File: config.mk
export PLATFORM = sky130hd
export DESIGN_NAME = yutorina_timer
export DESIGN_NICKNAME = d
export VERILOG_FILES = /design/src/rtl/yutorina_timer_pkg.sv /design/src/rtl/yutorina_timer.sv
export SDC_FILE = /design/constraint.sdc
export NUM_CORES = 1
export LEC_CHECK = 0
export ABC_AREA = 1
export BUFFER_PORTS_ARGS = -buffer_cell sky130_fd_sc_hd__buf_4
export CELL_PAD_IN_SITES_DETAIL_PLACEMENT = 1
export CELL_PAD_IN_SITES_GLOBAL_PLACEMENT = 1
export CORE_UTILIZATION = 44
export CTS_CLUSTER_SIZE = 12
export DETAILED_ROUTE_END_ITERATION = 8
export PLACE_DENSITY = 0.93
export SLEW_MARGIN = 10
export SYNTH_ARGS = -nofsm -noshare
export SYNTH_HDL_FRONTEND = slang
export SYNTH_SLANG_ARGS = --single-unit
File: constraint.sdc
create_clock -name clk -period 2.6 [get_ports clk]
set_input_delay 0.52 -clock clk [delete_from_list [all_inputs] [get_ports clk]]
set_output_delay 0.52 -clock clk [all_outputs]
set_load 0.03 [all_outputs]
File: src/rtl/yutorina_timer_pkg.sv
// Shared definitions for the yutorina bus timer: register map, bit positions,
// bus widths and the bus-level encodings the timer relies on.
package yutorina_timer_pkg;

  localparam int WORD_DATA_W   = 32;
  localparam int TIMER_ADDR_W  = 2;

  localparam logic READ        = 1'b1;
  localparam logic WRITE       = 1'b0;
  localparam logic ENABLE_     = 1'b0;
  localparam logic DISABLE_    = 1'b1;

  typedef enum logic [TIMER_ADDR_W-1:0] {
    REG_CTRL    = 2'd0,
    REG_INTR    = 2'd1,
    REG_EXPR    = 2'd2,
    REG_COUNTER = 2'd3
  } timer_reg_e;

  localparam int START_BIT     = 0;
  localparam int PERIODIC_BIT  = 1;
  localparam int FLAG_BIT      = 0;

  // CTRL readback: only start and periodic are implemented, the rest read 0.
  function automatic logic [WORD_DATA_W-1:0] pack_ctrl(input logic start,
                                                       input logic periodic);
    logic [WORD_DATA_W-1:0] value;
    value = '0;
    value[START_BIT]    = start;
    value[PERIODIC_BIT] = periodic;
    return value;
  endfunction

endpackage

File: src/rtl/yutorina_timer.sv
// Memory-mapped 32-bit timer with one-shot/periodic expiry, interrupt flag and
// a single-cycle registered bus response.
module yutorina_timer
  import yutorina_timer_pkg::*;
(
  input  logic                    clk,
  input  logic                    rst,
  input  logic                    cs_,
  input  logic                    as_,
  input  logic                    rw,
  input  logic [TIMER_ADDR_W-1:0] addr,
  input  logic [WORD_DATA_W-1:0]  w_data,
  output logic [WORD_DATA_W-1:0]  r_data,
  output logic                    rdy_,
  output logic                    irq
);

  logic                   start;
  logic                   periodic;
  logic                   flag;
  logic [WORD_DATA_W-1:0] expr;
  logic [WORD_DATA_W-1:0] counter;

  logic                   access;
  logic                   wr_ctrl;
  logic                   wr_intr;
  logic                   wr_expr;
  logic                   wr_counter;
  logic                   expire;
  logic [WORD_DATA_W-1:0] read_value;

  assign access     = (cs_ == ENABLE_) && (as_ == ENABLE_);
  assign wr_ctrl    = access && (rw == WRITE) && (addr == REG_CTRL);
  assign wr_intr    = access && (rw == WRITE) && (addr == REG_INTR);
  assign wr_expr    = access && (rw == WRITE) && (addr == REG_EXPR);
  assign wr_counter = access && (rw == WRITE) && (addr == REG_COUNTER);

  // A bus write to COUNTER suppresses that cycle's expiry entirely.
  assign expire = start && (counter == expr) && !wr_counter;

  assign irq = flag;

  always_comb begin
    read_value = '0;
    case (addr)
      REG_CTRL:    read_value = pack_ctrl(start, periodic);
      REG_INTR:    read_value[FLAG_BIT] = flag;
      REG_EXPR:    read_value = expr;
      REG_COUNTER: read_value = counter;
      default:     read_value = '0;
    endcase
  end

  // Registered bus response: one rdy_ pulse per accepted access.
  always_ff @(posedge clk) begin
    if (rst) begin
      rdy_   <= DISABLE_;
      r_data <= '0;
    end else if (access) begin
      rdy_   <= ENABLE_;
      r_data <= (rw == READ) ? read_value : '0;
    end else begin
      rdy_   <= DISABLE_;
      r_data <= '0;
    end
  end

  always_ff @(posedge clk) begin
    if (rst) begin
      start    <= 1'b0;
      periodic <= 1'b0;
    end else if (wr_ctrl) begin
      start    <= w_data[START_BIT];
      periodic <= w_data[PERIODIC_BIT];
    end else if (expire && !periodic) begin
      start    <= 1'b0;
    end
  end

  // Expiry setting the flag takes priority over a software clear.
  always_ff @(posedge clk) begin
    if (rst) begin
      flag <= 1'b0;
    end else if (expire) begin
      flag <= 1'b1;
    end else if (wr_intr && !w_data[FLAG_BIT]) begin
      flag <= 1'b0;
    end
  end

  always_ff @(posedge clk) begin
    if (rst) begin
      expr <= '0;
    end else if (wr_expr) begin
      expr <= w_data;
    end
  end

  always_ff @(posedge clk) begin
    if (rst) begin
      counter <= '0;
    end else if (wr_counter) begin
      counter <= w_data;
    end else if (expire) begin
      counter <= '0;
    end else if (start) begin
      counter <= counter + 32'd1;
    end
  end

endmodule
**After elaboration in Yosys (flattened, before gate mapping)**

Cells that the tools add are included.

- Add/sub/neg operators: 1
- Bitwise operators: 4
- Reduce and logical (&&, ||, !) cells: 18
- Equal/unequal tests: 4
- Multiplexer cells: 10

Operators with widths:

| cell | count |
|---|---|
| 32-bit two-way mux | 3 |
| 31-bit case mux with 3 select lines | 1 |
| 32-bit by 1-bit adder with 32-bit output (second input constant) | 1 |
| 32-bit == test | 1 |
| 1-bit logical AND | 10 |
| 1-bit two-way mux | 5 |
| 2-bit == test (second input constant) | 2 |
| 1-bit inverter | 4 |
| 1-bit case mux with 4 select lines | 1 |
| 2-bit nonzero test | 2 |
| 1-bit logical NOT | 3 |
| 3-bit nonzero test | 1 |
| 3-bit OR reduction | 1 |
| 2-bit by 1-bit == test with 1-bit output (second input constant) | 1 |
| 2-bit logical NOT | 1 |

- Flip-flop bits (word level): 100
- Output and inout bits: 34
- Logic and storage cells: 44
- Input port bits: 39

**Logic depth before layout (Yosys ltp)**

Gate-level depths: netlist of run 1.

- Word-level depth: 9
- Mapped depth: 13
- Gate-level depth less buffers: 11

**Least setup slack after synthesis of run 1**

Ideal clock, no wire load.

- Kind: register -> register
- Start: register counter[0]
- End: register counter[12]
- Stages on the path, launching flop included: 9
- Required time: 2.468 ns
- Period minus slack after synthesis: 1.582 ns
- Arrival time: 1.449 ns
- Library setup time: 0.132 ns
- Setup slack: 1.018 ns
- Path buffers: 0
- Path through: dfxtp_1 -> ha_1 -> nand2_1 -> nor3_1 -> nand3_1 -> xor2_1 -> clkinv_1 -> nand3_1 -> a21oi_1

- Longest elaborated chain between the ends: 5
- Elaborated cells between the ends (all ways): 8
- Those cells by class: add/sub (1); eq/ne (1); mux (3); reduce/logical (3)

RTL lines:

| item | RTL line | text |
|---|---|---|
| from (decl) | yutorina_timer.sv:22 | `logic [WORD_DATA_W-1:0] counter;` |
| from (signal assigned) | yutorina_timer.sv:103 | `counter <= w_data;` |
| from (signal assigned) | yutorina_timer.sv:107 | `counter <= counter + 32'd1;` |
| branches (longest 5 deep; another with 32-bit by 1-bit adder with 32-bit output) | - |  |

Parallel ways; which one is timed is not known. The select of a mux whose other input is x is not followed.
A chain may end at the register's enable or synchronous reset.

**Final worst setup path of run 1**

- Start: register counter[8]
- End: register counter[4]

- Longest elaborated chain between the ends: 5
- Elaborated cells between the ends (all ways): 6
- Those cells by class: eq/ne (1); mux (2); reduce/logical (3)

RTL lines:

| item | RTL line | text |
|---|---|---|
| 32-bit == test (*) | yutorina_timer.sv:39 | `assign expire = start && (counter == expr) && !wr_counter;` |
| 1-bit logical AND (*) (2 in series) | yutorina_timer.sv:39 |  |
| 32-bit two-way mux | yutorina_timer.sv:104 | `end else if (expire) begin` |
| 32-bit two-way mux | yutorina_timer.sv:102 | `end else if (wr_counter) begin` |

Mark *: on every way between the ends. The rest lies on a longest branch, timed or not.

==> qor.csv, run 1 <==
stage,metric,value,unit
global_routing,grt_first_pass_wirelength,31100,µm
synth,synth_fp_nets,991,
final_layout,nFillCells,1822,
job,maxCapViolations,0,
pwr,powerDensity,515,nW/µm²
final_layout,final_core_util,52.7,%
synth,ys_top_cells_by_area,"dfxtp_1 (35%), nand2_1 (19%), inv_1 (8.9%), a21oi_1 (8.4%), nor2_1 (5.9%)",
sta,setup_tns,0,ps
cts,post-cts-setup-buffer-count,0,
place,dp_slack,353,ps
floorplanning,dieArea,13600,µm²
synth,synth_top_area_share,34.7,%
global_routing,antenna_found_initial,0,
global_routing,grt_pass1_vias,6337,
floorplanning,die_width,117,µm
synth,ys_types,28,
synth,synth_cells,951,
route,drtIter0Drc,378,
final_layout,num_antenna_cells,0,
sta,tightest_slew,646,ps
route,drt-total-wl,19300,µm
setup_path,required,2830,ps
cts,cts_max_level,3,
pwr,p_int,2.58,mW
global_routing,gr-total-overflow,0,
synth,yosys_warnings,0,
cts,cts-root-buf,clkbuf_16,
setup_path,start_kind,register,
floorplanning,rows,41,
floorplanning,initial_utilization,45.4,%
cts,cts_resized,0,
synth,yosysMostFrequentCell,nand2_1,
sta,max_freq,421,MHz
pwr,peakVddDrop,282,µV
cts,clock_sinks,100,
synth,yosysSeqAreaShare,34.7,%
pwr,clock_power_share,44.8,%
sta,rsz0062_at_grt,false,
route,num_vias,6213,
cts,clock_latency,360,ps
final_layout,drive_gt1_share,11.7,%
setup_path,r2r_slack,220,ps
pwr,seqPwrFrac,45.6,%
synth,syn_avg_cell_area,6.07,µm²
cts,path_clk_slew,70,ps
route,drc,0,
synth,ys_ff_latch,100,
cts,cts_tree,yes,
floorplanning,core,12700,µm²
synth,synth_area_leader_cell,dfxtp_1,
synth,ys.flop_type,dfxtp_1,
sta,slew_violations,0,
final_layout,area_growth,16.2,%
setup_path,reg2reg_depth,11,
synth,synth_async_sr_flop_share,0,%
pwr,swShare,25.3,%
route,dr.pass1.iters,4,
synth,synth_edf_count,0,
place,hpwl,13800,µm
global_routing,grt_usage,29.9,%
place,gp_congestion,0.952,
min_path,hp-class,input pin to register,
cts,postCtsHoldBufs,0,
setup_path,rr_startpoint,counter[8]$_SDFFE_PP0P_,
place,port_buffers,72,
sta,final.setup_skew,7.51,ps
synth,syn-cell-area,5770,µm²
cts,cts_max_path_buffers,2,
pwr,p_switching,0.876,mW
setup_path,worstSetupPathType,register to register,
floorplanning,io_pins,73,
setup_path,cp_max_fo,12,
sta,hold_viol_final,0,
sta,worst_slack,222,ps
final_layout,regArea,2000,µm²
route,viasPerCell,5.30,
route,drt-wirelength-per-cell,16.5,µm
setup_path,crit_end,counter[4]$_SDFFE_PP0P_,
setup_path,r2r-end,counter[4]$_SDFFE_PP0P_,
synth,synth_common_cells,"nand2_1 (299), inv_1 (137), dfxtp_1 (100)",
run_status,status,finished clean,
final_layout,multi_input_area,3000,µm²
sta,finalSetupViolations,0,
final_layout,fin_nets,1036,
floorplanning,die_h,117,µm
pwr,p_leak,2.79,nW
sta,finalCritPeriodShare,91.5,%
setup_path,end_kind,register,
sta,relSlewSlack,56.9,%
place,placed_cell_area,6370,µm²
sta,fin_crit,2380,ps
global_routing,grt_max_degree,37,
route,detail-route-antenna-nets,0,
final_layout,final_cell_area,6710,µm²
pwr,p_comb_share,9.6,%
setup_path,critPathArrivalTime,2610,ps
cts,cts_buffers,9,
setup_path,critical_path.startpoint,counter[8]$_SDFFE_PP0P_,
-- worst min-delay path by stage --
stage | start | end | slack, ps | cells after the start
after floorplan | periodic$_SDFFE_PP0P_ | periodic$_SDFFE_PP0P_ | 450 | 2
after global placement | expr[24]$_SDFFE_PP0P_ | r_data[24]$_SDFF_PP0_ | 470 | 2
after CTS | w_data[5] | expr[5]$_SDFFE_PP0P_ | 410 | 3
final | w_data[5] | expr[5]$_SDFFE_PP0P_ | 410 | 3
after detailed placement | expr[12]$_SDFFE_PP0P_ | r_data[12]$_SDFF_PP0_ | 480 | 2
after global routing | w_data[5] | expr[5]$_SDFFE_PP0P_ | 430 | 3
-- per-stage QoR --
step	hold WS, ps	cells	total power, mW
2_1_floorplan	451	951	1.79
3_3_place_gp	473	1157	1.92
3_5_place_dp	479	1157	1.93
4_1_cts	406	1173	3.45
5_1_grt	430	1173	3.55
6_report	407	1173	3.46
-- per-layer routing --
layer | part of all wire [%] | global-route usage (%) | vias up
met4 | 2.4 | 13.0 | 0
met2 | 49 | 51.9 | 140
met3 | 3.6 | 3.48 | 36
met1 | 45 | 37.3 | 2969
met5 | 0 | 0 | -
li1 | - | - | 3068
-- critical path, cell delays in order, from the launching register on --
cell and delay [ps]:
dfxtp_1 520, inv_1 160, nand2_1 90, nand2_1 80, nor2_1 190, nand2_1 100
nor2_1 270, nand2_1 160, nor2_2 120, nand2_1 290, nand3_1 180, a21oi_1 80
-- layout by cell type, fill, tap and decap left out, types with 10 or more instances in the layout --
master and n:
nand2_1 299, inv_1 137, dfxtp_1 100, a21oi_1 97, nor2_1 89, buf_4 82, o21ai_0 50, nand3_1 40
nand4_1 27, o22ai_1 14, xnor2_1 12, xor2_1 10
-- state kept, by name, summed over array words and instances (netlist names) --
name	count
counter	32
expr	32
irq	1
periodic	1
r_data	32
rdy_	1
start	1
-- power groups by stage --
stage / clock network (mW) / registers (mW) / logic, mW
after floorplan: 0 / 1.60 / 0.190
after global placement: 0 / 1.61 / 0.305
after detailed placement: 0 / 1.61 / 0.317
after CTS: 1.55 / 1.58 / 0.326
after global routing: 1.61 / 1.58 / 0.358
final: 1.55 / 1.58 / 0.331
-- layout make-up --
type	instances	share of cell area [%]
Inverter	142	7.95
Clock buffer	12	3.97
Timing Repair Buffer	82	9.18
Sequential cell	100	29.9
Tap cell	172	3.21
Multi-Input combinational cell	661	44.8
Clock inverter	4	1.04
-- cell families (layout without fill, tap and decap cells) --
group / Yosys count / count (layout) / synth area share, %
buffers and inverters: 190 / 240 / 13.3
AO/OA/AOI/OAI: 164 / 164 / 14.7
XOR/XNOR: 22 / 22 / 3.34
adder cells (fa/ha/maj): 1 / 1 / 0.217
flip-flops: 100 / 100 / 34.7
AND/OR/NAND/NOR: 474 / 474 / 33.8
No activity file was read; power rests on OpenSTA's default activity.
==> run 2, diff against run 1 <==
--- a/config.mk
+++ b/config.mk
@@ -9,10 +9,12 @@
 export BUFFER_PORTS_ARGS = -buffer_cell sky130_fd_sc_hd__buf_4
 export CELL_PAD_IN_SITES_DETAIL_PLACEMENT = 1
 export CELL_PAD_IN_SITES_GLOBAL_PLACEMENT = 1
-export CORE_UTILIZATION = 44
+export CORE_ASPECT_RATIO = 2
+export CORE_UTILIZATION = 40
+export CTS_BUF_LIST = sky130_fd_sc_hd__clkbuf_16
 export CTS_CLUSTER_SIZE = 12
 export DETAILED_ROUTE_END_ITERATION = 8
-export PLACE_DENSITY = 0.93
+export PLACE_DENSITY = 0.87
 export SLEW_MARGIN = 10
 export SYNTH_ARGS = -nofsm -noshare
 export SYNTH_HDL_FRONTEND = slang
==> constraint.sdc (replaced) <==
create_clock -name clk -period 2.5 [get_ports clk]
set_input_delay 0.5 -clock clk [delete_from_list [all_inputs] [get_ports clk]]
set_output_delay 0.5 -clock clk [all_outputs]
set_load 0.03 [all_outputs]
==> run 2 against run 1 <==
Net effect: maximum frequency grew 11%; via count grew 2.8%; utilization shrank 4.8 points; critical path type unchanged; sequential share of layout area grew 0.056 points; clock skew grew 3.9 ps; register-to-register slack gained 130 ps; wire length grew 2.6%; largest cell class unchanged.
==> qor.csv, run 2 (synthesis gave the netlist of run 1 again) <==
stage,metric,value,unit,change
run_status,status,finished clean,,unchanged
floorplanning,die_h,172,µm,was 117 µm
sta,max_freq,465,MHz,was 421 MHz
setup_path,start_kind,register,,unchanged
route,drtIter0Drc,226,,was 378
final_layout,drive_gt1_share,11.8,%,was 11.7%
global_routing,grt_usage,28.1,%,was 29.9%
pwr,power,3.41,mW,was 3.46 mW
sta,slew_violations,0,,unchanged
final_layout,top_regs,"counter x32, expr x32, r_data x32",,unchanged
floorplanning,initial_utilization,41.3,%,was 45.4%
setup_path,rr_startpoint,counter[9]$_SDFFE_PP0P_,,was counter[8]$_SDFFE_PP0P_
pwr,p_leak,2.77,nW,was 2.79 nW
setup_path,critical_path.startpoint,counter[9]$_SDFFE_PP0P_,,was counter[8]$_SDFFE_PP0P_
global_routing,grt_max_degree,37,,unchanged
cts,cts_max_path_buffers,2,,unchanged
sta,worst_slack,349,ps,was 222 ps
final_layout,num_antenna_cells,0,,unchanged
route,drt-total-wl,19800,µm,was 19300 µm
pwr,peakVddDrop,312,µV,was 282 µV
cts,clock_sinks,100,,unchanged
place,dp_slack,275,ps,was 353 ps
final_layout,final_core_util,47.9,%,was 52.7%
sta,tightest_slew,642,ps,was 646 ps
floorplanning,core,14000,µm²,was 12700 µm²
cts,cts-root-buf,clkbuf_16,,unchanged
sta,rsz0062_at_grt,false,,unchanged
final_layout,area_growth,16.0,%,was 16.2%
route,viasPerCell,5.36,,was 5.30
cts,post-cts-setup-buffer-count,0,,unchanged
sta,finalCritPeriodShare,86.0,%,was 91.5%
route,num_vias,6386,,was 6213
route,dr.pass1.iters,4,,unchanged
place,port_buffers,72,,unchanged
cts,cts_resized,0,,unchanged
sta,final.setup_skew,11.4,ps,was 7.51 ps
sta,holdWs,387,ps,was 407 ps
final_layout,layout_common_cells,"nand2_1 (299), inv_1 (137), dfxtp_1 (100)",,unchanged
sta,relSlewSlack,57.2,%,was 56.9%
setup_path,worstSetupPathType,register to register,,unchanged
min_path,hp-start,rst,,was w_data[5]
route,detail-route-antenna-nets,0,,unchanged
cts,path_clk_slew,70,ps,about the same
route,drc,0,,unchanged
cts,cts_buffers,9,,unchanged
floorplanning,rows,61,,was 41
place,hpwl,14700,µm,was 13800 µm
setup_path,critPathArrivalTime,2370,ps,was 2610 ps
floorplanning,io_pins,73,,unchanged
sta,setup_tns,0,ps,unchanged
cts,cts_tree,yes,,unchanged
min_path,hp-class,input pin to register,,unchanged
final_layout,fin_nets,1038,,was 1036
place,dp_cells,1176,,was 1157
global_routing,grt_first_pass_wirelength,32100,µm,was 31100 µm
final_layout,fin_cells,1191,,was 1173
pwr,powerDensity,510,nW/µm²,was 515 nW/µm²
final_layout,final_cell_area,6690,µm²,was 6710 µm²
floorplanning,die_width,87.0,µm,was 117 µm
sta,fin_crit,2150,ps,was 2380 ps
setup_path,end_kind,register,,unchanged
cts,postCtsHoldBufs,0,,unchanged
setup_path,required,2720,ps,was 2830 ps
cts,cts_max_level,3,,unchanged
global_routing,grt_pass1_vias,6732,,was 6337
global_routing,gr-total-overflow,0,,unchanged
setup_path,cp_max_fo,12,,unchanged
global_routing,antenna_found_initial,0,,unchanged
route,drt-wirelength-per-cell,16.7,µm,was 16.5 µm
place,gp_congestion,0.915,,was 0.952
final_layout,final_common_cell,nand2_1,,unchanged
cts,clock_latency,360,ps,about the same
floorplanning,dieArea,14900,µm²,was 13600 µm²
job,maxCapViolations,0,,unchanged
sta,hold_viol_final,0,,unchanged
place,placed_cell_area,6410,µm²,was 6370 µm²
sta,finalSetupViolations,0,,unchanged
-- run 2: changes by cell type in the layout (fill, tap and decap cells not counted), sizes merged --
cell / before / now
bufinv: 2 / 1
clkinv: 3 / 4
inv: 141 / 143
clkbuf: 12 / 9
buf: 82 / 84
-- run 2: final timing paths --
kind | end | slack (ps) | cells past startpoint
setup / recovery | counter[6]$_SDFFE_PP0P_ | 350 | 7
hold / removal | rdy_$_SDFF_PP1_ | 390 | 3
setup reg to reg | counter[6]$_SDFFE_PP0P_ | 350 | 7
hold reg to reg | expr[24]$_SDFFE_PP0P_ | 490 | 2
-- run 2: critical path: stages (launching register included) --
cell and delay [ps]:
dfxtp_1 530, o22ai_1 160, nor2_1 190, nand3_1 110, nor2_1 360, nand2_1 400, nand3_1 190, a21oi_1 80
-- run 2: power breakdown --
part,switching [mW],leakage [nW],internal (mW)
logic,0.231,1.82,0.121
clock network,0.650,0.146,0.774
registers,0.0276,0.807,1.61
-- run 2: final cells by class --
class	instances	area (µm²)
repair buffers	84	631
multi-input cells	661	3000
clock inverters	6	62.6
clock buffers	9	225
flip-flops and latches	100	2000
well taps	189	236
fillers	1958	7270
inverters	142	533
-- run 2: layer usage --
layer | up-vias | GRT usage, % | part of all wire, %
li1 | 3068 | - | -
met1 | 3073 | 26.0 | 35
met2 | 165 | 54.4 | 55
met3 | 80 | 4.06 | 3.3
met4 | 0 | 19.6 | 6.4
met5 | - | 0 | 0
